`src/rtl/wisc_pkg.sv`:
```
// Shared WISC definitions: opcode encoding, flag register layout and the
// opcode-class helpers also used by the hazard unit.
package wisc_pkg;

    typedef enum logic [3:0] {
        OP_ADD    = 4'h0,
        OP_SUB    = 4'h1,
        OP_XOR    = 4'h2,
        OP_RED    = 4'h3,
        OP_SLL    = 4'h4,
        OP_SRA    = 4'h5,
        OP_ROR    = 4'h6,
        OP_PADDSB = 4'h7,
        OP_LW     = 4'h8,
        OP_SW     = 4'h9,
        OP_LHB    = 4'hA,
        OP_LLB    = 4'hB,
        OP_B      = 4'hC,
        OP_BR     = 4'hD,
        OP_PCS    = 4'hE,
        OP_HLT    = 4'hF
    } opcode_t;

    typedef struct packed {
        logic z;
        logic v;
        logic n;
    } flag_t;

    function automatic logic sets_all_flags(input opcode_t op);
        return (op == OP_ADD) || (op == OP_SUB);
    endfunction

    function automatic logic sets_z_only(input opcode_t op);
        return (op == OP_XOR) || (op == OP_SLL) || (op == OP_SRA) || (op == OP_ROR);
    endfunction

endpackage

```
`src/rtl/flag_unit.sv`:
```
// Architectural Z/V/N flag register; also exposes the value it will load
// at the next edge so the stage can bypass it to decode.
module flag_unit
    import wisc_pkg::*;
#(
    parameter int DW = 16
) (
    input  logic          clk,
    input  logic          rst,
    input  opcode_t       opcode,
    input  logic [DW-1:0] result,
    input  logic          ovfl,
    input  logic          update,
    output flag_t         flags,
    output flag_t         flags_next
);

    always_comb begin
        flags_next = flags;
        if (update) begin
            if (sets_all_flags(opcode)) begin
                flags_next.z = (result == '0);
                flags_next.v = ovfl;
                flags_next.n = result[DW-1];
            end else if (sets_z_only(opcode)) begin
                flags_next.z = (result == '0);
            end
        end
    end

    always_ff @(posedge clk) begin
        if (rst) begin
            flags <= '0;
        end else begin
            flags <= flags_next;
        end
    end

endmodule

```
`src/rtl/ex_mem_stage.sv`:
```
// EX/MEM pipeline register with stall/flush handling, sticky halt and flags.
// Define FLAG_BYPASS_EN to drive the flag outputs with the next-edge value.
module ex_mem_stage
    import wisc_pkg::*;
#(
    parameter int DW = 16,
    parameter int RW = 4
) (
    input  logic          clk,
    input  logic          rst,
    input  logic          stall,
    input  logic          flush,
    input  logic          ex_valid,
    input  logic [3:0]    ex_opcode,
    input  logic [DW-1:0] ex_result,
    input  logic          ex_ovfl,
    input  logic [DW-1:0] ex_store_data,
    input  logic [RW-1:0] ex_rd,
    input  logic          ex_reg_wen,
    input  logic          ex_mem_wen,
    input  logic          ex_mem_ren,
    input  logic          ex_halt,
    output logic          mem_valid,
    output logic [DW-1:0] mem_result,
    output logic [DW-1:0] mem_store_data,
    output logic [RW-1:0] mem_rd,
    output logic          mem_reg_wen,
    output logic          mem_mem_wen,
    output logic          mem_mem_ren,
    output logic          flag_z,
    output logic          flag_v,
    output logic          flag_n,
    output logic          halted
);

`ifdef FLAG_BYPASS_EN
    localparam bit BYPASS = 1'b1;
`else
    localparam bit BYPASS = 1'b0;
`endif

    logic          valid_q;
    logic [DW-1:0] result_q;
    logic [DW-1:0] store_q;
    logic [RW-1:0] rd_q;
    logic          reg_wen_q;
    logic          mem_wen_q;
    logic          mem_ren_q;
    logic          halted_q;
    logic          flush_pending;
    logic          flag_update;
    flag_t         flags_q;
    flag_t         flags_next;
    flag_t         flag_out;

    // A pending flush counts exactly like a live one on the first free edge.
    assign flag_update = ex_valid && !stall && !flush && !flush_pending;

    always_ff @(posedge clk) begin
        if (rst) begin
            valid_q       <= 1'b0;
            result_q      <= '0;
            store_q       <= '0;
            rd_q          <= '0;
            reg_wen_q     <= 1'b0;
            mem_wen_q     <= 1'b0;
            mem_ren_q     <= 1'b0;
            halted_q      <= 1'b0;
            flush_pending <= 1'b0;
        end else if (stall) begin
            if (flush) begin
                flush_pending <= 1'b1;
            end
        end else if (flush || flush_pending) begin
            valid_q       <= 1'b0;
            reg_wen_q     <= 1'b0;
            mem_wen_q     <= 1'b0;
            mem_ren_q     <= 1'b0;
            flush_pending <= 1'b0;
        end else begin
            valid_q   <= ex_valid;
            result_q  <= ex_result;
            store_q   <= ex_store_data;
            rd_q      <= ex_rd;
            reg_wen_q <= ex_reg_wen && !halted_q;
            mem_wen_q <= ex_mem_wen && !halted_q;
            mem_ren_q <= ex_mem_ren;
            if (ex_valid && ex_halt) begin
                halted_q <= 1'b1;
            end
        end
    end

    flag_unit #(
        .DW(DW)
    ) u_flag_unit (
        .clk       (clk),
        .rst       (rst),
        .opcode    (opcode_t'(ex_opcode)),
        .result    (ex_result),
        .ovfl      (ex_ovfl),
        .update    (flag_update),
        .flags     (flags_q),
        .flags_next(flags_next)
    );

    assign flag_out       = BYPASS ? flags_next : flags_q;
    assign flag_z         = flag_out.z;
    assign flag_v         = flag_out.v;
    assign flag_n         = flag_out.n;

    assign mem_valid      = valid_q;
    assign mem_result     = result_q;
    assign mem_store_data = store_q;
    assign mem_rd         = rd_q;
    assign mem_reg_wen    = valid_q && reg_wen_q;
    assign mem_mem_wen    = valid_q && mem_wen_q;
    assign mem_mem_ren    = valid_q && mem_ren_q;
    assign halted         = halted_q;

endmodule

```
`config.mk`:
```
export PLATFORM = sky130hd
export DESIGN_NAME = ex_mem_stage
export DESIGN_NICKNAME = d
export VERILOG_FILES = /design/src/rtl/wisc_pkg.sv /design/src/rtl/flag_unit.sv /design/src/rtl/ex_mem_stage.sv
export SDC_FILE = /design/constraint.sdc
export NUM_CORES = 1
export LEC_CHECK = 0
export ABC_AREA = 1
export BUFFER_PORTS_ARGS = -buffer_cell sky130_fd_sc_hd__buf_4
export CORE_UTILIZATION = 46
export DETAILED_ROUTE_END_ITERATION = 6
export PLACE_DENSITY = 0.8
export SLEW_MARGIN = 20
export SYNTH_ARGS = -nofsm -noshare
export SYNTH_HDL_FRONTEND = slang
export SYNTH_HIERARCHICAL = 1
export SYNTH_SLANG_ARGS = --single-unit
```
`constraint.sdc`:
```
create_clock -name clk -period 1.45 [get_ports clk]
set_input_delay 0.0725 -clock clk [delete_from_list [all_inputs] [get_ports clk]]
set_output_delay 0.0725 -clock clk [all_outputs]
set_load 0.03 [all_outputs]
```
==> results.json, run 1 <==
{
  "outcome": "finished clean",
  "crit_chain": "dlygate4sd3_1, buf_4, inv_1, buf_4, nand2_1, nor2_1",
  "worst_pin_slew_ps": 376,
  "rows": 23,
  "cp_top_family": "buffers and inverters",
  "syn_area_sq_mm": 0.00201,
  "fmax_ghz": 0.769,
  "routed_wl_um": 4880,
  "finalNetCount": 450,
  "syn_inst": 306,
  "crit_start": "rst",
  "fin_hold_ws_ps": 4.82,
  "powerDensity_mw_per_mm2": 1010,
  "die_y_um": 68.1,
  "wl_per_cell_um": 10.8,
  "grt_overflow": 0,
  "postCtsSetupRepairBufs": 0,
  "fin_cells": 450,
  "clock_latency_ps": 300,
  "path_common_cell": "buf_4",
  "area_growth_pct": 42.6,
  "worstPathRequired_ps": 1680,
  "path_clk_slew_ps": 90,
  "io_buffers": 93,
  "crit_buf_inv": 4,
  "die_area_sq_mm": 0.00463,
  "finalHoldViolations": 0,
  "cts_hold_buf": 3,
  "final_util_pct": 70.1,
  "gp_congestion": 0.720,
  "cts_made_buffers": 5,
  "max-cap-violations": 0,
  "dr.first_iter.drc_count": 85,
  "rsz0062_at_grt": "false",
  "reg2reg_from": "flush_pending$_SDFFE_PP0P_",
  "dpl_cell_area_sq_mm": 0.00273,
  "setup_viol": 0,
  "drv_slew": 0,
  "ant_nets": 0,
  "grt_first_pass_wirelength_um": 7540,
  "finalClockSkew_ps": 11.5,
  "die_w_um": 68.1,
  "drive_above_1_share_pct": 28.7,
  "period_share_pct": 89.7,
  "slew_headroom_pct": 74.9,
  "avgSynthCellArea_sq_um": 6.56,
  "hold_path.class": "in2reg",
  "cpMaxStageDelayCell": "dlygate4sd3_1",
  "clockRootBuffer": "clkbuf_8",
  "vias": 2048,
  "critPathMaxFanout": 15,
  "io_pins": 94,
  "clock_path_buffers": 2,
  "clock-sinks": 45,
  "fin_area_sq_mm": 0.00286,
  "max_stage_delay_ps": 540,
  "end_kind": "flop",
  "diodes": 0,
  "dp.cells": 440,
  "dr.pass1.iters": 4,
  "grt.total_usage_pct": 22.0,
  "htree_levels": 2,
  "start_util_pct": 49.1,
  "avgViaCountPerCell": 4.55,
  "period_needed_ps": 1300,
  "grt_pass1_vias": 1742,
  "peakVddDrop_uv": 754,
  "hpwl_um": 3520,
  "drc": 0,
  "final.setup.tns_ps": 0,
  "ctsResizeCount": 0,
  "core_area_sq_mm": 0.00409,
  "path_class": "in2reg",
  "critPathLaunchType": "input pin",
  "cts_tree": "built",
  "power.leakage_nw": 1.59,
  "synth_nets": 356,
  "yosys_warnings": 6,
  "grt_max_degree": 39,
  "cp.arrival_ps": 1530,
  "antenna_found_initial": 0,
  "hp-start": "ex_ovfl"
}
==> final timing paths <==
check	slack, ps	cells after the start	to
min reg2reg	460	2	mem_wen_q$_SDFFE_PP0N_
max reg2reg	250	8	u_flag_unit/flags[0]$_SDFF_PP0_
min	5	3	u_flag_unit/flags[1]$_SDFF_PP0_
max	150	6	mem_rd[1]$_SDFFE_PP0P_
==> cell type report <==
cell class / instances / area (sq um)
timing repair buffer: 103 / 793
inverter: 49 / 184
multi-input combinational: 196 / 820
clock inverter: 2 / 35.0
clock buffer: 5 / 68.8
tap: 50 / 62.6
sequential: 45 / 901
fill: 390 / 1220
==> cells in the final DEF (no fill, tap or decap) <==
| cell type | instances |
|---|---|
| dlygate4sd3_1 | 3 |
| inv_2 | 1 |
| a21oi_1 | 1 |
| clkbuf_8 | 5 |
| nand3_1 | 39 |
| nor2_1 | 85 |
| nand2_1 | 60 |
| nor3_1 | 1 |
| o21ai_0 | 1 |
| nand3_2 | 1 |
| buf_4 | 99 |
| inv_1 | 48 |
| buf_12 | 1 |
| nor2_4 | 1 |
| o21ai_1 | 2 |
| a21oi_2 | 1 |
| nor2_2 | 4 |
| dfxtp_1 | 45 |
| clkinv_2 | 1 |
| bufinv_16 | 1 |
==> per-layer routing <==
layer | global-route usage (%) | vias up | part of all wire, %
li1 | - | 1091 | -
met1 | 25.2 | 882 | 44
met2 | 37.1 | 69 | 47
met3 | 8.17 | 6 | 8.3
met4 | 7.81 | 0 | 1.0
met5 | 0 | - | 0
==> worst min-delay path, cell delays in order <==
cell,delay (ps)
buf_4,80
o21ai_1,60
nor2_1,70
==> metrics by stage <==
step	setup WS, ps	power, mW
floorplan	343	1.74
global placement	308	1.99
detailed placement	255	2.00
CTS	175	2.91
global route	42.6	3.03
finish	149	2.90
==> state kept, by name, summed over array words and instances (netlist names) <==
name and count:
flush_pending 1, halted 1, mem_rd 4, mem_ren_q 1
mem_result 16, mem_store_data 16, mem_valid 1, mem_wen_q 1
reg_wen_q 1, u_flag_unit/flags 3
==> power breakdown <==
part / switching, mW / internal, mW / leakage [nW]
Combinational: 0.360 / 0.268 / 1.17
Clock: 0.417 / 0.501 / 0.0540
Sequential: 0.0403 / 1.31 / 0.370
(Power assumes the default switching activity.)
==> run 2: changes to the inputs <==
==> constraint.sdc (replaced) <==
create_clock -name clk -period 1.45 [get_ports clk]
set_input_delay 0.3625 -clock clk [delete_from_list [all_inputs] [get_ports clk]]
set_output_delay 0.3625 -clock clk [all_outputs]
set_load 0.03 [all_outputs]
==> run 2 against run 1 <==
Net effect: clock power fell by 20%; die area did not move; sequential share of layout area rose by 0.42 points; count of clock-buffer cells in the layout rose by 2; largest cell class unchanged.
==> results.json, run 2 (synthesis results as in run 1) <==
{
  "crit_start": "mem_valid$_SDFFE_PP0N_",
  "clock-sinks": 45,
  "crit_chain": "nand2_1, inv_1, buf_4",
  "wl_per_cell_um": 10.8,
  "hpwl_um": 3520,
  "cts_made_buffers": 5,
  "clock_latency_ps": 280,
  "worstPathRequired_ps": 1090,
  "routed_wl_um": 4830,
  "swShare_pct": 29.3,
  "nFillCells": 358,
  "final_util_pct": 69.2,
  "fin_hold_ws_ps": 289,
  "grt_first_pass_wirelength_um": 7260,
  "powerDensity_mw_per_mm2": 959,
  "cp_top_family": "flip-flops",
  "cts_hold_buf": 0,
  "critPathMaxFanout": 5,
  "cts_tree": "built",
  "crit_buf_inv": 2,
  "ctsResizeCount": 0,
  "intPower_mw": 1.92,
  "htree_levels": 2,
  "finalHoldViolations": 0,
  "area.sequential_sq_um": 901,
  "rows": 23,
  "power.leakage_nw": 1.57,
  "cp.arrival_ps": 970,
  "io_pins": 94,
  "drc": 0,
  "critPathLaunchType": "flop",
  "max_stage_delay_ps": 400,
  "ant_nets": 0,
  "post-place-ws_ps": 67.6,
  "multi_input_area_sq_um": 820,
  "core_area_sq_mm": 0.00409,
  "rsz0062_at_grt": "false",
  "gp_congestion": 0.740,
  "layout_common_cells": "98 x buf_4, 85 x nor2_1, 60 x nand2_1",
  "setup_viol": 0,
  "grt_overflow": 0,
  "dr.first_iter.drc_count": 84,
  "die_y_um": 68.1,
  "die_w_um": 68.1,
  "postCtsSetupRepairBufs": 0,
  "max-cap-violations": 0,
  "period_share_pct": 91.6,
  "hp-start": "rst",
  "end_kind": "output port",
  "finalNetCount": 447,
  "peakVddDrop_uv": 680,
  "avgViaCountPerCell": 4.62,
  "finalClockSkew_ps": 3.09,
  "pwr-share-comb_pct": 23.1,
  "worst_pin_slew_ps": 373,
  "hold_path.class": "in2reg",
  "diodes": 0,
  "final.setup.tns_ps": 0,
  "fmax_ghz": 0.753,
  "drv_slew": 0,
  "grt.total_usage_pct": 20.7,
  "outcome": "finished clean",
  "reg2reg_from": "flush_pending$_SDFFE_PP0P_",
  "period_needed_ps": 1330,
  "die_area_sq_mm": 0.00463,
  "path_class": "reg2out",
  "clockPowerShare_pct": 27.1,
  "antenna_found_initial": 0,
  "layout_commonest_cell": "buf_4",
  "grt_pass1_vias": 1702,
  "path_clk_slew_ps": 80,
  "clockRootBuffer": "clkbuf_8",
  "vias": 2069,
  "dr.pass1.iters": 4,
  "drive_above_1_share_pct": 28.6,
  "start_util_pct": 49.1,
  "slew_headroom_pct": 75.2,
  "netSwitchingPower_mw": 0.793,
  "p_total_mw": 2.71,
  "cpMaxStageDelayCell": "dfxtp_1",
  "clock_path_buffers": 2,
  "io_buffers": 93,
  "area_growth_pct": 40.7,
  "grt_max_degree": 39,
  "worst_slack_ps": 121,
  "seqPwrFrac_pct": 49.8
}
[run 2: cell count changes in the layout (fill, tap and decap cells not counted), sizes merged]
cell / delta
dlygate4sd3: -3
clkbuf: +2
bufinv: -1
clkinv: -1
clkinvlp: +1
[run 2: routing by layer]
layer  wire [um]  track usage (%)  part of all wire, %
met5           0                0                    0
met4          17             4.69                 0.35
met3         386             6.67                  8.0
met2        2330             36.5                   48
met1        2100             24.2                   43
[run 2: worst paths after layout]
path	to	slack [ps]	cells past startpoint
setup reg to reg	u_flag_unit/flags[1]$_SDFF_PP0_	220	8
setup / recovery	mem_reg_wen	120	3
hold / removal	u_flag_unit/flags[2]$_SDFF_PP0_	290	2
hold reg to reg	reg_wen_q$_SDFFE_PP0N_	460	2
[run 2: through the flow]
stage,area [sq um],std cells
3_3_place_gp,2740,440
4_1_cts,2830,448
3_5_place_dp,2740,440
5_1_grt,2830,448
6_report,2830,448
2_1_floorplan,2010,306
[run 2: area by class of cell]
class                   count  area share, %
well taps                  50           2.21
inverters                  49           6.51
repair buffers            100           27.4
clock buffers               7           2.70
flip-flops and latches     45           31.9
multi-input cells         196           29.0
clock inverters             1          0.266
[run 2: worst register-to-register path, delay by kind of cell (launching register included)]
kind | cells | cell delay [ps]
simple gates | 6 | 600
flops | 1 | 310
compound gates | 1 | 160
buf+inv | 1 | 70
[run 2: power groups by stage]
stage / Clock [mW] / Sequential (mW) / Combinational [mW]
after floorplan: 0 / 1.51 / 0.227
after global placement: 0 / 1.38 / 0.623
after detailed placement: 0 / 1.38 / 0.630
after CTS: 0.757 / 1.35 / 0.632
after global routing: 0.810 / 1.36 / 0.689
final: 0.734 / 1.35 / 0.628
